--- src/rtl/reg_bank_reader.sv ---
// Burst reader: streams NUM_REG-wrapped consecutive bank registers per (start, length) request.
// Latency: first beat valid 1 cycle after request acceptance, then 1 beat/cycle.
// Backpressure: single output slot; nothing advances while o_rsp_valid && !i_rsp_ready.
module reg_bank_reader #(
  parameter int DATA_WIDTH = 8,
  parameter int NUM_REG = 6,
  localparam int SELECT_WIDTH = $clog2(NUM_REG),
  localparam int LEN_WIDTH = $clog2(NUM_REG + 1)
) (
  input  logic                    clk,
  input  logic                    rst,
  input  logic [DATA_WIDTH-1:0]   i_bank_data [NUM_REG],
  input  logic                    i_write_enable,
  input  logic [SELECT_WIDTH-1:0] i_write_select,
  input  logic [DATA_WIDTH-1:0]   i_write_data,
  input  logic                    i_req_valid,
  output logic                    o_req_ready,
  input  logic [SELECT_WIDTH-1:0] i_req_addr,
  input  logic [LEN_WIDTH-1:0]    i_req_len,
  output logic                    o_rsp_valid,
  input  logic                    i_rsp_ready,
  output logic [DATA_WIDTH-1:0]   o_rsp_data,
  output logic [SELECT_WIDTH-1:0] o_rsp_addr,
  output logic                    o_rsp_last,
  output logic                    o_rsp_err
);

  typedef enum logic {IDLE, BURST} state_t;

  // Address compare is one bit wider so a power-of-two NUM_REG still detects out-of-range.
  localparam logic [SELECT_WIDTH:0]   NUM_REG_A = (SELECT_WIDTH + 1)'(NUM_REG);
  localparam logic [LEN_WIDTH-1:0]    MAX_LEN   = LEN_WIDTH'(NUM_REG);
  localparam logic [SELECT_WIDTH-1:0] LAST_IDX  = SELECT_WIDTH'(NUM_REG - 1);

  state_t                  state_q, state_d;
  logic [SELECT_WIDTH-1:0] cur_q;
  logic [LEN_WIDTH-1:0]    remain_q;
  logic                    bad_q;

  logic                    slot_free;
  logic                    req_fire;
  logic                    req_bad;
  logic                    load_beat;
  logic                    beat_last;
  logic [DATA_WIDTH-1:0]   bank_rd;
  logic [DATA_WIDTH-1:0]   beat_data;

  assign slot_free = !o_rsp_valid || i_rsp_ready;
  assign req_fire  = i_req_valid && o_req_ready;
  assign req_bad   = (i_req_len == '0) || (i_req_len > MAX_LEN) ||
                     ({1'b0, i_req_addr} >= NUM_REG_A);
  assign beat_last = bad_q || (remain_q == LEN_WIDTH'(1));

  // Read mux over the bank; explicit compare keeps an out-of-range index harmless.
  always_comb begin
    bank_rd = '0;
    for (int i = 0; i < NUM_REG; i++) begin
      if (cur_q == SELECT_WIDTH'(i)) bank_rd = i_bank_data[i];
    end
  end

  // A write landing on the register being loaded this cycle wins over the stale bus value.
  always_comb begin
    beat_data = bank_rd;
    if (i_write_enable && (i_write_select == cur_q)) beat_data = i_write_data;
  end

  // State register.
  always_ff @(posedge clk or negedge rst) begin
    if (!rst) state_q <= IDLE;
    else      state_q <= state_d;
  end

  // Next state, request ready and beat-load strobe.
  always_comb begin
    state_d     = state_q;
    o_req_ready = 1'b0;
    load_beat   = 1'b0;
    case (state_q)
      IDLE: begin
        o_req_ready = 1'b1;
        if (i_req_valid) state_d = BURST;
      end
      BURST: begin
        if (slot_free) begin
          load_beat = 1'b1;
          if (beat_last) state_d = IDLE;
        end
      end
      default: state_d = IDLE;
    endcase
  end

  // Burst cursor: latched on acceptance, advanced with wrap on every beat load.
  always_ff @(posedge clk or negedge rst) begin
    if (!rst) begin
      cur_q    <= '0;
      remain_q <= '0;
      bad_q    <= 1'b0;
    end else if (req_fire) begin
      cur_q    <= i_req_addr;
      remain_q <= i_req_len;
      bad_q    <= req_bad;
    end else if (load_beat) begin
      cur_q    <= (cur_q == LAST_IDX) ? '0 : cur_q + SELECT_WIDTH'(1);
      remain_q <= remain_q - LEN_WIDTH'(1);
    end
  end

  // Output slot: load a beat when free, otherwise drain on handshake, otherwise hold.
  always_ff @(posedge clk or negedge rst) begin
    if (!rst) begin
      o_rsp_valid <= 1'b0;
      o_rsp_data  <= '0;
      o_rsp_addr  <= '0;
      o_rsp_last  <= 1'b0;
      o_rsp_err   <= 1'b0;
    end else if (load_beat) begin
      o_rsp_valid <= 1'b1;
      o_rsp_data  <= bad_q ? '0 : beat_data;
      o_rsp_addr  <= cur_q;
      o_rsp_last  <= beat_last;
      o_rsp_err   <= bad_q;
    end else if (o_rsp_valid && i_rsp_ready) begin
      o_rsp_valid <= 1'b0;
    end
  end

endmodule

--- config.mk ---
export PLATFORM = sky130hd
export DESIGN_NAME = reg_bank_reader
export DESIGN_NICKNAME = d
export VERILOG_FILES = /design/src/rtl/reg_bank_reader.sv
export SDC_FILE = /design/constraint.sdc
export NUM_CORES = 1
export LEC_CHECK = 0
export CAP_MARGIN = 20
export CORE_UTILIZATION = 35
export CTS_CLUSTER_DIAMETER = 100
export DETAILED_ROUTE_END_ITERATION = 10
export HOLD_SLACK_MARGIN = 0.12
export PLACE_DENSITY = 0.87
export SLEW_MARGIN = 25
export SYNTH_ARGS = -nofsm -noshare
export SYNTH_HDL_FRONTEND = slang
export SYNTH_SLANG_ARGS = --single-unit
export TNS_END_PERCENT = 10
--- constraint.sdc ---
create_clock -name clk -period 2.03 [get_ports clk]
set_input_delay 0.406 -clock clk [delete_from_list [all_inputs] [get_ports clk]]
set_output_delay 0.406 -clock clk [all_outputs]
set_load 0.005 [all_outputs]
Word-level counts from Yosys, hierarchy flattened
Cells that the tools add are included.
{ "totals": {"ff_bits": 22, "latch_bits": 0, "mem_bits_rw": 0, "romBits": 0, "inputBits": 70, "out_inout_bits": 15, "elab_cells": 55, "memories": 0} }
{ "op_classes": {"n_addsub": 2, "multipliers": 0, "div": 0, "magnitude_cmp": 2, "eq_ne": 7, "n_shift": 0, "mux": 22, "bitwise_logic": 1, "n_reduce_logical": 12} }
{ "ops": {"columns": ["op", "count"], "rows": [
  ["2-to-1 mux 8 bit", 8],
  ["2-to-1 mux 3 bit", 5],
  ["2-to-1 mux 1 bit", 8],
  ["== test 3 x 1 -> 1 bit, second input constant", 2],
  ["== test 3 x 2 -> 1 bit, second input constant", 2],
  ["== test 3 bit, second input constant", 2],
  ["zero test 3 bit", 2],
  ["logical OR 1 bit", 4],
  ["nonzero test 2 bit", 2],
  ["adder 3 x 1 -> 3 bit, second input constant", 1],
  ["== test 3 bit", 1],
  ["greater-or-equal comparator 3 bit, second input constant", 1],
  ["greater-than comparator 3 bit, second input constant", 1],
  ["logical AND 1 bit", 3],
  ["subtractor 3 x 1 -> 3 bit, second input constant", 1],
  ["case mux 1 bit (2 select lines)", 1],
  ["zero test 1 bit", 1],
  ["NOT 1 bit", 1]
]} }

Depth between registers and ports, before layout
Gate-level depths: netlist (run 1).
{ "logic_depth": {"ltp_word": 9, "mapped_depth": 8} }

Worst setup path after synthesis (run 1)
Ideal clock, no wire load.
{ "synth_path": {"path_kind": "register to register", "start": "reg cur_q[0]", "end": "reg o_rsp_data[6]", "arrival_ns": 1.889, "path_slack_ns": 0.073, "path_stages_with_launch": 9, "period_less_slack_ns": 1.957, "cell_sequence": "dfrtp_1 -> buf_4 -> and2_1 -> ha_1 -> clkbuf_1 -> nor4b_4 -> a22oi_1 -> nand3_1 -> a32o_1"} }
{ "synth_between": {"elab_chain_len": 9, "elab_cells_between_ends": 16, "classes_between": "eq/ne: 6; mux: 8; reduce/logical: 2"} }
{ "synth_lines": {"columns": ["element", "line_no", "rtl"], "rows": [
  ["from (decl)", "36", "logic [SELECT_WIDTH-1:0] cur_q;"],
  ["from (signal assigned)", "101", "cur_q <= i_req_addr;"],
  ["from (signal assigned)", "105", "cur_q <= (cur_q == LAST_IDX) ? '0 : cur_q + SELECT_WIDTH'(1);"],
  ["zero test 3 bit", "58", "if (cur_q == SELECT_WIDTH'(i)) bank_rd = i_bank_data[i];"],
  ["2-to-1 mux 8 bit (6 in series)", "58", null],
  ["2-to-1 mux 8 bit (*)", "65", "if (i_write_enable && (i_write_select == cur_q)) beat_data = i_write_data;"],
  ["2-to-1 mux 8 bit (*)", "120", "o_rsp_data <= bad_q ? '0 : beat_data;"],
  ["to (signal assigned)", "120", null],
  ["to (decl)", "22", "output logic [DATA_WIDTH-1:0] o_rsp_data,"]
]} }
Mark *: on every way between the ends. The rest lies on a longest branch, timed or not.
A chain may end at the register's enable or synchronous reset.

Worst setup path in the final report (run 1)
{ "layout_path": {"start": "reg cur_q[2]", "end": "reg o_rsp_data[6]"} }
The elaborated chain is that of the path after synthesis.

==> results of run 1 <==
power breakdown:
| group | total (mW) | switching [mW] | internal, mW |
|---|---|---|---|
| clock network | 0.272 | 0.139 | 0.133 |
| logic | 1.77 | 0.789 | 0.983 |
| registers | 0.769 | 0.148 | 0.621 |
| total | 2.81 | 1.08 | 1.74 |
critical path, delay by kind of cell, from the launching register on:
kind	cells	cell delay, ps
fa+ha+maj	1	280
compound gates	2	330
flops	1	470
buf+inv	1	110
simple gates	2	570
cells by family (layout without fill, tap and decap cells):
kind of cell | count (synthesis) | in the layout | share of synthesized area
flip-flops | 22 | 22 | 0.363
AO/OA/AOI/OAI | 36 | 36 | 0.189
buffers and inverters | 15 | 103 | 0.0553
AND/OR/NAND/NOR | 48 | 48 | 0.177
XOR/XNOR | 4 | 4 | 0.0330
adder cells (fa/ha/maj) | 3 | 3 | 0.0248
multiplexers | 19 | 19 | 0.158
final timing paths:
| path | slack [ps] | cells past startpoint | to | start |
|---|---|---|---|---|
| max in group asynchronous | 1310 | 2 | o_rsp_data[7] | rst |
| worst max-delay path | 210 | 6 | o_rsp_data[6] | cur_q[2] |
| worst max register to register | 210 | 6 | o_rsp_data[6] | cur_q[2] |
| min in group asynchronous | 490 | 2 | o_rsp_addr[2] | rst |
| worst min register to register | 480 | 2 | o_rsp_addr[0] | o_rsp_addr[0] |
| worst min-delay path | 480 | 2 | o_rsp_addr[0] | o_rsp_addr[0] |
synthesized netlist by cell type (4+ instances only):
| cell type | n |
|---|---|
| mux2_4 | 7 |
| or2_2 | 6 |
| a32o_1 | 8 |
| inv_1 | 6 |
| nand2_1 | 10 |
| nand3_1 | 10 |
| nor2_1 | 8 |
| dfrtp_1 | 22 |
| a22oi_1 | 8 |
| mux2_2 | 11 |
| a21oi_1 | 4 |
| a32oi_1 | 6 |
through the flow:
stage	hold WS (ps)	std cells	utilization
floorplan	110	147	-
global placement	461	282	0.599
detailed placement	470	282	0.599
CTS	488	285	0.609
global route	507	285	0.609
finish	483	285	0.609
per-layer routing:
metal | wire [µm] | GRT usage | vias up
li1 | - | - | 731
met1 | 1840 | 0.260 | 728
met2 | 2250 | 0.360 | 57
met3 | 193 | 0.0350 | 5
met4 | 28 | 0.0313 | 0
met5 | 0 | 0 | -
layout make-up:
type                       count  area share
clock buffer                   3      0.0166
inverter                       6     0.00905
multi-input combinational    110       0.355
sequential                    22       0.221
tap                           50      0.0252
timing repair buffer          94       0.373
state kept, by name (all words and copies together) (netlist names):
signal	flops
bad_q	1
cur_q	3
o_rsp_addr	3
o_rsp_data	8
o_rsp_err	1
o_rsp_last	1
o_rsp_valid	1
remain_q	3
state_q	1
==> qor_table.md, run 1 <==
| Step | Result | This run |
|---|---|---|
| floorplan | Row cnt | 23 |
| detailed routing | Routed via count divided by cell count | 5.34 |
| sta | F_max | 549 MHz |
| flow run | Number of violations of the max-capacitance limit | 0 |
| sta | Final Hold Fails | 0 |
| sta | Final setup margin | 209 ps |
| synth | Fraction of synthesized cell area taken by the top area cell type | 0.363 |
| sta | Final Slew Violations | 0 |
| critical path | Required time of the worst setup path | 2230 ps |
| global routing | Combined global-route utilization of all metal layers | 0.203 |
| cts | Total number of H-tree levels | 1 |
| synth | Count of synthesis-stage warnings from yosys | 0 |
| cts | Total setup buffers inserted after CTS | 0 |
| final layout | Most used cells in the layout excluding fill and tap cells | clkdlybuf4s50_1, dfrtp_1, mux2_2, nand2_1, nand3_1 |
| synth | Cell count after synthesis | 147 |
| pwr | Leak pwr | 1.04 nW |
| cts | Post-cts gate resize count | 0 |
| pwr | Cell Pwr Density | 1130 nW/µm² |
| floorplan | Width of the die | 67.8 µm |
| cts | TritonCTS buffer count | 3 |
| floorplan | Effective utilization at floorplan | 0.371 |
| detailed routing | Final routed wire length divided by cell count | 15.1 µm |
| global routing | Grt total ovfl | 0 |
| sta | Tightest slew margin relative to the limit | 0.622 |
| cts | Clock tree buffer depth | 2 |
| global routing | Pin count of the biggest net entering global routing | 23 |
| detailed routing | Initial drt markers | 125 |
| final layout | Most common library cell in the layout ignoring fill and taps | clkdlybuf4s50_1 |
| global routing | Wire length of the first global-routing pass | 7.00 mm |
| pwr | Total chip power | 2.81 mW |
| final layout | Net count of the finished layout | 310 |
| sta | Final setup violating endpoints | 0 |
| sta | RSZ-0062 raised after global routing | false |
| critical path | Cell Chain, Critical Path | inv_1, ha_1, nor4b_4, a22oi_1, nand3_1, a32o_1 |
| critical path | Setup Crit Path Kind | reg -> reg |
| final layout | Fill count | 337 |
| detailed routing | Total Wirelength | 4.31 mm |
| pwr | Maximum vdd ir drop | 0.477 mV |
| placement | Place WS | 37.8 ps |
| final layout | Number of antenna repair diodes | 0 |
| synth | Synthesized area divided by synthesized cell count | 10.3 µm² |
| synth | Async set-or-reset flop fraction in the synthesized netlist | 1.00 |
| synth | Post-synthesis instance area | 1520 µm² |
| sta | Setup tns final | 0 ps |
| synth | Post-synth EDFFs | 0 |
| detailed routing | Number of vias after detailed routing | 1521 |
| floorplan | Placeable core region | 4090 µm² |
| sta | Transition time of the tightest slew-check pin | 565 ps |
| cts | CTS root buffer | clkbuf_8 |
| global routing | Vias in the first global route | 1497 |
| synth | Number of distinct library cells after synthesis | 36 |
| min path | Path category of the worst min-delay check | reg -> reg |
| synth | Fraction of the yosys area taken by sequential cells | 0.363 |
| critical path | CP peak stage delay | 470 ps |
| critical path | Data arrival time of the critical path | 2020 ps |
| cts | TritonCTS clock tree | yes |
| floorplan | I/O pins | 85 |
| placement | Count of buffers from port buffering | 84 |
| critical path | Critical path fanouts, max | 8 |
| detailed routing | First-pass iteration count of the detailed router | 4 |
| cts | Clock input transition at the sequential cells of the worst setup and hold paths | 80 ps |
| final layout | Fraction of layout instances using a drive strength above 1 | 0.179 |
| cts | Hold bufs inserted after CTS | 0 |
| synth | Top cells by area, synth | dfrtp_1, mux2_2, mux2_4, a32o_1, a22oi_1 |
| floorplan | Area of the die | 4600 µm² |
| floorplan | Y dimension of the die | 67.8 µm |
| synth | Library cell occupying the most area in the post-synthesis netlist | dfrtp_1 |
| final layout | Total non-filler cell area in the finished layout | 2490 µm² |
| critical path | Crit path capture type | register |
| cts | Clock sinks | 22 |
| final layout | Storage element area | 551 µm² |
| placement | Post-detailed-placement cell area | 2450 µm² |
| synth | Mapped Nets | 220 |
| sta | Final setup skew | 5.03 ps |
| final layout | Multi-input logic area | 882 µm² |
| sta | Final critical-path required period | 1820 ps |
| status | Run status | complete, no violations |
| sta | Final period utilization | 0.897 |
| detailed routing | DRT antenna net count | 0 |
| placement | Placer congestion estimate | 0.827 |
| final layout | Area Overhead vs Synth | 64.0% |
| cts | Worst skew pair latency | 260 ps |
| synth | Primary flip-flop cell chosen by synthesis mapping | dfrtp_1 |
| global routing | Initial antenna violation count | 0 |
| detailed routing | DRC | 0 |
| placement | Post-detailed-placement half-perimeter wirelength | 3.44 mm |
| critical path | Crit path max-delay cell type | dfrtp_1 |
| synth | Number of storage elements in the synthesis netlist | 22 |
| critical path | Crit path launch type | register |
Note: power is estimated with default switching activity, not from simulation.
==> inputs of run 2 (changes only) <==
--- a/config.mk
+++ b/config.mk
@@ -10,7 +10,7 @@
 export CTS_CLUSTER_DIAMETER = 100
 export DETAILED_ROUTE_END_ITERATION = 10
 export HOLD_SLACK_MARGIN = 0.12
-export PLACE_DENSITY = 0.87
+export PLACE_DENSITY = 0.86
 export SLEW_MARGIN = 25
 export SYNTH_ARGS = -nofsm -noshare
 export SYNTH_HDL_FRONTEND = slang
==> qor_table.md, run 2 (same netlist as run 1, synthesis figures left out) <==
| Step | Result | This run | Delta |
|---|---|---|---|
| placement | Place WS | -31.4 ps | -69.2 ps |
| placement | Count of buffers from port buffering | 84 | unchanged |
| pwr | Maximum vdd ir drop | 0.451 mV | -5.3% |
| status | Run status | complete, no violations |  |
| final layout | Area Overhead vs Synth | 65.1% |  |
| detailed routing | Number of vias after detailed routing | 1490 | -2.0% |
| floorplan | Y dimension of the die | 67.8 µm | unchanged |
| sta | Final setup skew | 4.20 ps | -0.833 ps |
| cts | Clock tree buffer depth | 2 | unchanged |
| final layout | Fraction of layout instances using a drive strength above 1 | 0.189 | +0.0104 |
| placement | Post-detailed-placement half-perimeter wirelength | 3.45 mm | +0.38% |
| cts | Hold bufs inserted after CTS | 0 | unchanged |
| global routing | Combined global-route utilization of all metal layers | 0.193 | -0.00937 |
| flow run | Number of violations of the max-capacitance limit | 0 | unchanged |
| critical path | Setup slack of the worst register-to-register path | 230 ps | +20 ps |
| sta | Final Hold Fails | 0 | unchanged |
| global routing | Initial antenna violation count | 0 | unchanged |
| final layout | Net count of the finished layout | 312 | +0.65% |
| sta | Final critical-path required period | 1800 ps | -19.4 ps |
| detailed routing | Initial drt markers | 63 | -50% |
| cts | Clock sinks | 22 | unchanged |
| pwr | Leak pwr | 1.05 nW | +0.94% |
| cts | Clock input transition at the sequential cells of the worst setup and hold paths | 80 ps | about the same |
| sta | Final setup violating endpoints | 0 | unchanged |
| pwr | Total chip power | 2.83 mW | +0.64% |
| critical path | Setup crit start | cur_q[0] |  |
| pwr | Net Sw Power | 1.05 mW | -2.5% |
| floorplan | Width of the die | 67.8 µm | unchanged |
| cts | Worst skew pair latency | 260 ps | about the same |
| cts | Total number of H-tree levels | 1 | unchanged |
| detailed routing | Final routed wire length divided by cell count | 14.5 µm | -4.2% |
| final layout | Largest register FFs | 8 | unchanged |
| critical path | Crit path max-delay cell type | dfrtp_1 |  |
| detailed routing | Routed via count divided by cell count | 5.17 | -3.1% |
| sta | Final period utilization | 0.887 | -0.00954 |
| critical path | Data arrival time of the critical path | 2000 ps | -20 ps |
| critical path | Crit path capture type | register |  |
| global routing | Wire length of the first global-routing pass | 6.64 mm | -5.1% |
| critical path | Number of gates on the worst path with buffers counted | 6 | unchanged |
| sta | Tightest slew margin relative to the limit | 0.635 | +0.0131 |
| sta | RSZ-0062 raised after global routing | false |  |
| final layout | Number of antenna repair diodes | 0 | unchanged |
| floorplan | Effective utilization at floorplan | 0.371 | unchanged |
| pwr | Clock network power share | 0.109 | +0.012 |
| sta | Transition time of the tightest slew-check pin | 546 ps | -19.5 ps |
| critical path | Worst setup endpoint | o_rsp_data[6] |  |
| cts | Total setup buffers inserted after CTS | 0 | unchanged |
| critical path | Reg-to-reg critical path startpoint | cur_q[0] |  |
| critical path | Required time of the worst setup path | 2230 ps | about the same |
| critical path | CP peak stage delay | 450 ps | -20 ps |
| detailed routing | DRC | 0 | unchanged |
| pwr | Logic pwr share | 0.624 | -0.006 |
| critical path | Total buffers and inverters traversed by the critical path | 0 | -1 |
| floorplan | Row cnt | 23 | unchanged |
| sta | F_max | 555 MHz | +1.1% |
| placement | Placer congestion estimate | 0.795 | -3.8% |
| floorplan | I/O pins | 85 | unchanged |
| detailed routing | Total Wirelength | 4.17 mm | -3.2% |
| cts | CTS root buffer | clkbuf_8 |  |
| cts | TritonCTS clock tree | yes |  |
| critical path | Cell Chain, Critical Path | and2_1, ha_1, nor4b_4, a22oi_1, nand3_1, a32o_1 |  |
| critical path | Critical path fanouts, max | 8 | unchanged |
| critical path | Crit-path leading delay family | simple AND/OR/NAND/NOR gates |  |
| cts | Post-cts gate resize count | 0 | unchanged |
| critical path | Crit path launch type | register |  |
| critical path | Capture instance of the worst register-to-register path | o_rsp_data[6] |  |
| detailed routing | First-pass iteration count of the detailed router | 4 | unchanged |
| pwr | Internal power contribution | 1.78 mW | +2.6% |
| sta | Final setup margin | 229 ps | +19.4 ps |
| critical path | Setup Crit Path Kind | reg -> reg |  |
| final layout | Most used cells in the layout excluding fill and tap cells | clkdlybuf4s50_1, dfrtp_1, buf_4, mux2_2 |  |
| pwr | Share of total power in sequential cells | 0.267 | -0.006 |
| pwr | Cell Pwr Density | 1130 nW/µm² | about the same |
| critical path | Worst reg2reg path depth | 6 | unchanged |
| global routing | Grt total ovfl | 0 | unchanged |
| floorplan | Area of the die | 4600 µm² | unchanged |
| pwr | Net switching share of the total power | 0.371 | -0.0121 |
| global routing | Pin count of the biggest net entering global routing | 23 | unchanged |
| placement | Total instance count after detailed placement | 284 | +0.71% |
| min path | WHS Path Cells | 2 | unchanged |
| final layout | Most common library cell in the layout ignoring fill and taps | clkdlybuf4s50_1 |  |
| global routing | Vias in the first global route | 1511 | +0.94% |
| min path | Path category of the worst min-delay check | reg -> reg |  |
| floorplan | Placeable core region | 4090 µm² | unchanged |
| sta | Hold slack final | 482 ps | -1.75 ps |
| cts | TritonCTS buffer count | 3 | unchanged |
| final layout | Largest reg by FF count | o_rsp_data |  |
| final layout | Final std cells w/o fill | 288 | +1.1% |
| sta | Final Slew Violations | 0 | unchanged |
| detailed routing | DRT antenna net count | 0 | unchanged |
==> run 2: cell count changes in the layout (fill, tap and decap cells not counted) <==
cell | previous run | this run
buf_12 | 1 | 0
buf_4 | 9 | 12
clkbuf_8 | 3 | 4
==> run 2: per-layer routing <==
layer / up-vias / wire length [µm] / track usage
met3: 6 / 238 / 0.0483
met2: 54 / 2120 / 0.345
met1: 692 / 1760 / 0.231
met4: 0 / 60 / 0.0443
met5: - / 0 / 0
li1: 738 / - / -
==> run 2: how the worst min path moves through the flow <==
stage | from | to
3_5_place_dp | o_rsp_addr[2] | o_rsp_addr[2]
4_1_cts | o_rsp_addr[2] | o_rsp_addr[2]
5_1_grt | o_rsp_data[1] | o_rsp_data[1]
6_report | o_rsp_addr[2] | o_rsp_addr[2]
3_3_place_gp | o_rsp_addr[0] | o_rsp_addr[0]
2_1_floorplan | rst | bad_q
==> run 2: power groups by stage <==
stage / Sequential (mW) / Combinational [mW] / Clock (mW)
finish: 0.757 / 1.77 / 0.307
global route: 0.785 / 1.95 / 0.339
CTS: 0.760 / 1.78 / 0.315
detailed placement: 0.769 / 1.77 / 0
global placement: 0.760 / 1.72 / 0
floorplan: 0.739 / 1.14 / 0
==> run 2: worst register-to-register path, stage by stage (launching register included) <==
cell and delay, ps:
dfrtp_1 450, and2_1 190, ha_1 230, nor4b_4 450, a22oi_1 170, nand3_1 110, a32o_1 150
==> run 2: final cells by class <==
cell class,instances,area [µm²]
multi-input cells,110,882
well taps,50,62.6
clock buffers,4,55.1
flip-flops and latches,22,551
fillers,354,1580
inverters,6,22.5
repair buffers,96,931
==> run 2: per-stage QoR <==
| stage | utilization | TNS (ps) | cell area (µm²) |
|---|---|---|---|
| finish | 0.613 | 0 | 2500 |
| global route | 0.613 | 0 | 2500 |
| CTS | 0.613 | 0 | 2500 |
| detailed placement | 0.599 | -145 | 2450 |
| global placement | 0.599 | -0.982 | 2450 |
| floorplan | - | 0 | 1520 |
==> variant 1: new RTL, config.mk and constraints of run 2 <==
Set the parameter `DATA_WIDTH` to 7 (it was 8).
--- a/src/rtl/reg_bank_reader.sv
+++ b/src/rtl/reg_bank_reader.sv
@@ -3,5 +3,5 @@
 // Backpressure: single output slot; nothing advances while o_rsp_valid && !i_rsp_ready.
 module reg_bank_reader #(
-  parameter int DATA_WIDTH = 8,
+  parameter int DATA_WIDTH = 7,
   parameter int NUM_REG = 6,
   localparam int SELECT_WIDTH = $clog2(NUM_REG),
Ports: changed (resized i_bank_data, i_write_data and o_rsp_data); port bits go from 85 to 77. The function was not compared with the original's and may differ.
==> variant 1 against run 2 <==
Hold slack better by 0.0040 ns. Total power increased by 5.9%. Wire length increased by 7.7%. Sequential cell count decreased by 1. Setup slack better by 0.0017 ns. Area after synthesis hardly changed. Design area shrank 4.3%. Non-clock buffer count is 12 lower. Critical path type is now flop to output pin. Largest cell class is now multi-input combinational cells.
==> variant 1: results (changes against run 2) <==
[place]
io_buffers = 76  ; -9.5%
placed_cell_area_um2 = 2351  ; -4.0%
dp_worst_setup_slack_ns = 0.1343  ; +0.1657 ns
dp_hpwl_mm = 3.500  ; +1.5%
finalWeightedCongestion = 0.8211  ; +3.2%

[critical_path]
startpoint = state_q
cp_max_fo = 7  ; -1
timing.rr.start = cur_q[1]
critical_path.max_stage_delay_ns = 0.51  ; +0.06 ns
critical_path.top_delay_family = buffers and inverters
slowest_stage = clkdlybuf4s50_1

[layout]
n_all_buffers = 84  ; -13%
multi_input_area_share_pct = 37.86  ; +2.6 points
largest_reg_flops = 7  ; -1
nFillCells = 356  ; +0.56%
seq_area_um2 = 525.5  ; -4.5%
fin_nets = 310  ; -0.64%
multiInputCombCellCount = 128  ; +16%
drive_gt1_share_pct = 11.52  ; -7.4 points
seq_area_share_pct = 21.93  ; -0.057 points

[synth]
ys_types = 38  ; +5.6%
synthCells = 164  ; +12%
synth-seq-area-share_pct = 34.68  ; -1.6 points

[grt]
grt_first_pass_wirelength_mm = 6.969  ; +5.0%
grt_pass1_vias = 1512  ; +0.066%
grt_max_degree = 22  ; -4.3%
grtUsageTotal_pct = 20.30  ; +0.97 points

[timing]
worst_pin_slew_ns = 0.4619  ; -0.08386 ns
skew_ns = 0.002444  ; -0.001754 ns

[outcome]
status = complete, no violations

[drt]
initialDrtViolationCount = 87  ; +38%
drt_wl_total_mm = 4.492  ; +7.7%
num_vias = 1572  ; +5.5%

[power]
internal_power_mw = 1.746  ; -2.0%
leakage_nw = 0.9698  ; -7.5%
p_clk_mw = 0.275  ; -10%
p_clk_share_pct = 9.2  ; -1.7 points

[min_path]
hp-class = primary input to async pin

[variant 1: layer usage]
metal / routed length (um) / vias up / GRT usage (%)
li1: - / 770 / -
met2: 2118 / 61 / 33.54
met1: 1996 / 729 / 26.69
met4: 123 / 0 / 8.333
met3: 253 / 12 / 2.196
met5: 0 / - / 0
[variant 1: logic make-up after synthesis]
logic type | Yosys count | share of synthesized area, %
buf+inv | 15 | 5.449
fa+ha+maj | 3 | 2.478
flops | 21 | 34.68
mux | 9 | 6.111
xor+xnor | 4 | 2.808
compound gates | 63 | 29.81
simple gates | 49 | 18.66
[variant 1: final timing paths]
kind | cells past startpoint | slack [ns] | to
max | 2 | 0.23 | o_req_ready
max in group asynchronous | 2 | 1.32 | cur_q[0]
max reg2reg | 6 | 0.34 | o_rsp_data[2]
min in group clk | 2 | 0.49 | o_rsp_addr[0]
min | 2 | 0.49 | o_rsp_data[5]
min reg2reg | 2 | 0.49 | o_rsp_addr[0]
==> variant 2: new RTL, config.mk and constraints of run 2 <==
Without the edit above. Register the output `o_rsp_err` once more, without a reset; this adds one clock of latency there. The other outputs are not delayed to match.
--- a/src/rtl/reg_bank_reader.sv
+++ b/src/rtl/reg_bank_reader.sv
@@ -32,4 +32,6 @@
   localparam logic [LEN_WIDTH-1:0]    MAX_LEN   = LEN_WIDTH'(NUM_REG);
   localparam logic [SELECT_WIDTH-1:0] LAST_IDX  = SELECT_WIDTH'(NUM_REG - 1);
+
+  logic o_rsp_err_s0;
 
   state_t                  state_q, state_d;
@@ -115,5 +117,5 @@
       o_rsp_addr  <= '0;
       o_rsp_last  <= 1'b0;
-      o_rsp_err   <= 1'b0;
+      o_rsp_err_s0 <= 1'b0;
     end else if (load_beat) begin
       o_rsp_valid <= 1'b1;
@@ -121,5 +123,5 @@
       o_rsp_addr  <= cur_q;
       o_rsp_last  <= beat_last;
-      o_rsp_err   <= bad_q;
+      o_rsp_err_s0 <= bad_q;
     end else if (o_rsp_valid && i_rsp_ready) begin
       o_rsp_valid <= 1'b0;
@@ -127,4 +129,8 @@
   end
 
+  always_ff @(posedge clk) begin
+    o_rsp_err <= o_rsp_err_s0;
+  end
+
 endmodule
 
Behaviour: not the same (a bounded check fails within 4 cycles, from zero or initial values and one cycle with rst low).
==> variant 2 against run 2 <==
Design area rose by 0.75%. Core utilization barely moved. Wire length rose by 1.6%. Largest power group unchanged. Via count rose by 2.7%. Fmax fell by 1.5%. Setup slack got worse by 0.027 ns. Global-route usage rose by 0.29 points. Area after synthesis rose by 1.3%. Critical path type unchanged. Sequential cell count rose by 1. Total power rose by 0.91%. Critical path depth did not move. Die area rose by 1.3%.
==> variant 2: results (changes against run 2) <==
[layout]
fin_util_pct = 61.30  ; about the same
drive_gt1_share_pct = 18.49  ; -0.42 points
antenna_cells = 0  ; unchanged
fin_nets = 312  ; unchanged
nFillCells = 350  ; -1.1%

[place]
dp_worst_setup_slack_ns = 0.03773  ; +0.06911 ns
dp_hpwl_mm = 3.446  ; -0.10%
placed_cell_area_um2 = 2474  ; +1.0%
finalWeightedCongestion = 0.8211  ; +3.2%

[grt]
grtUsageTotal_pct = 19.62  ; +0.29 points
grt_first_pass_wirelength_mm = 6.762  ; +1.9%
globalRoute.totalOverflow = 0  ; unchanged

[clock_tree]
path_clk_slew_ns = 0.08  ; about the same
insertion_delay_ns = 0.27
clock_path_buffers = 2  ; unchanged
cts-resized-gates = 0  ; unchanged

[synth]
synth_area_leaders = dfrtp_1 (36%), mux2_2 (8.1%), mux2_4 (6.8%)
ys_warn_count = 0  ; unchanged
synthCells = 148  ; +0.68%
synth_nets = 221  ; +0.45%
synth-seq-area-share_pct = 37.13  ; +0.83 points
ys_types = 37  ; +2.8%
async_reset_ff_share_pct = 95.65  ; -4.3 points

[critical_path]
cp_data_arrival_time_ns = 2.03  ; +0.03 ns
slowest_stage = nor4b_4
r2r_cells = 6  ; unchanged
critical_path.max_stage_delay_ns = 0.47  ; +0.02 ns

[power]
comb_power_share_pct = 61.9  ; -0.5 points
leakage_nw = 1.052  ; +0.33%
powerSeq_mw = 0.799  ; +5.5%
vdd_drop_max_mv = 0.4446  ; -1.5%
internal_power_mw = 1.783  ; about the same
power.combinational.total_mw = 1.77  ; about the same

[timing]
worst_pin_slew_ns = 0.5331  ; -0.01266 ns
skew_ns = 0.001314  ; -0.002884 ns

[drt]
initialDrtViolationCount = 130  ; +110%
first_pass_iters = 4  ; unchanged
drt_wl_total_mm = 4.240  ; +1.6%
num_vias = 1530  ; +2.7%

[outcome]
status = complete, no violations

[min_path]
worstHoldPathCells = 0  ; -2

==> variant 2: changes by cell type in the layout (fill, tap and decap cells not counted), sizes merged <==
cell	change
dfxtp	+1
clkinvlp	+1
clkbuf	-1
buf	-1
==> variant 2: final timing paths <==
check | start | to | slack [ns]
worst max register to register | cur_q[0] | o_rsp_data[6] | 0.20
worst min register to register | o_rsp_err_s0 | o_rsp_err | 0.39
min in group asynchronous | rst | o_rsp_addr[2] | 0.48
worst max-delay path | cur_q[0] | o_rsp_data[6] | 0.20
worst min-delay path | o_rsp_err_s0 | o_rsp_err | 0.39
max in group asynchronous | rst | state_q | 1.34
==> variant 2: cell families (layout without fill, tap and decap cells) <==
group	count (synthesis)	count (layout)	synth area share (%)
AO/OA/AOI/OAI	36	36	18.65
XOR/XNOR	4	4	3.257
adder cells (fa/ha/maj)	3	3	2.443
buffers and inverters	15	105	5.455
flip-flops	23	23	37.13
multiplexers	19	19	15.55
AND/OR/NAND/NOR	48	48	17.51
==> variant 2: critical path: cells and delay by family, from the launching register on <==
kind,cells,cell delay [ns]
fa+ha+maj,1,0.24
simple gates,3,0.76
flops,1,0.44
compound gates,2,0.33
==> variant 2: layout make-up <==
| class | count | share of cell area (%) |
|---|---|---|
| clock inverters | 1 | 0.2976 |
| well taps | 50 | 2.480 |
| multi-input cells | 110 | 34.97 |
| repair buffers | 95 | 37.10 |
| inverters | 6 | 0.8929 |
| flip-flops and latches | 23 | 22.62 |
| clock buffers | 3 | 1.637 |
==> variant 2: routing by layer <==
metal / vias up / GRT usage [%] / part of all wire [%]
li1: 737 / - / -
met1: 730 / 23.90 / 42
met2: 57 / 35.78 / 52
met3: 6 / 3.833 / 5.4
met4: 0 / 3.125 / 1.3
met5: - / 0 / 0
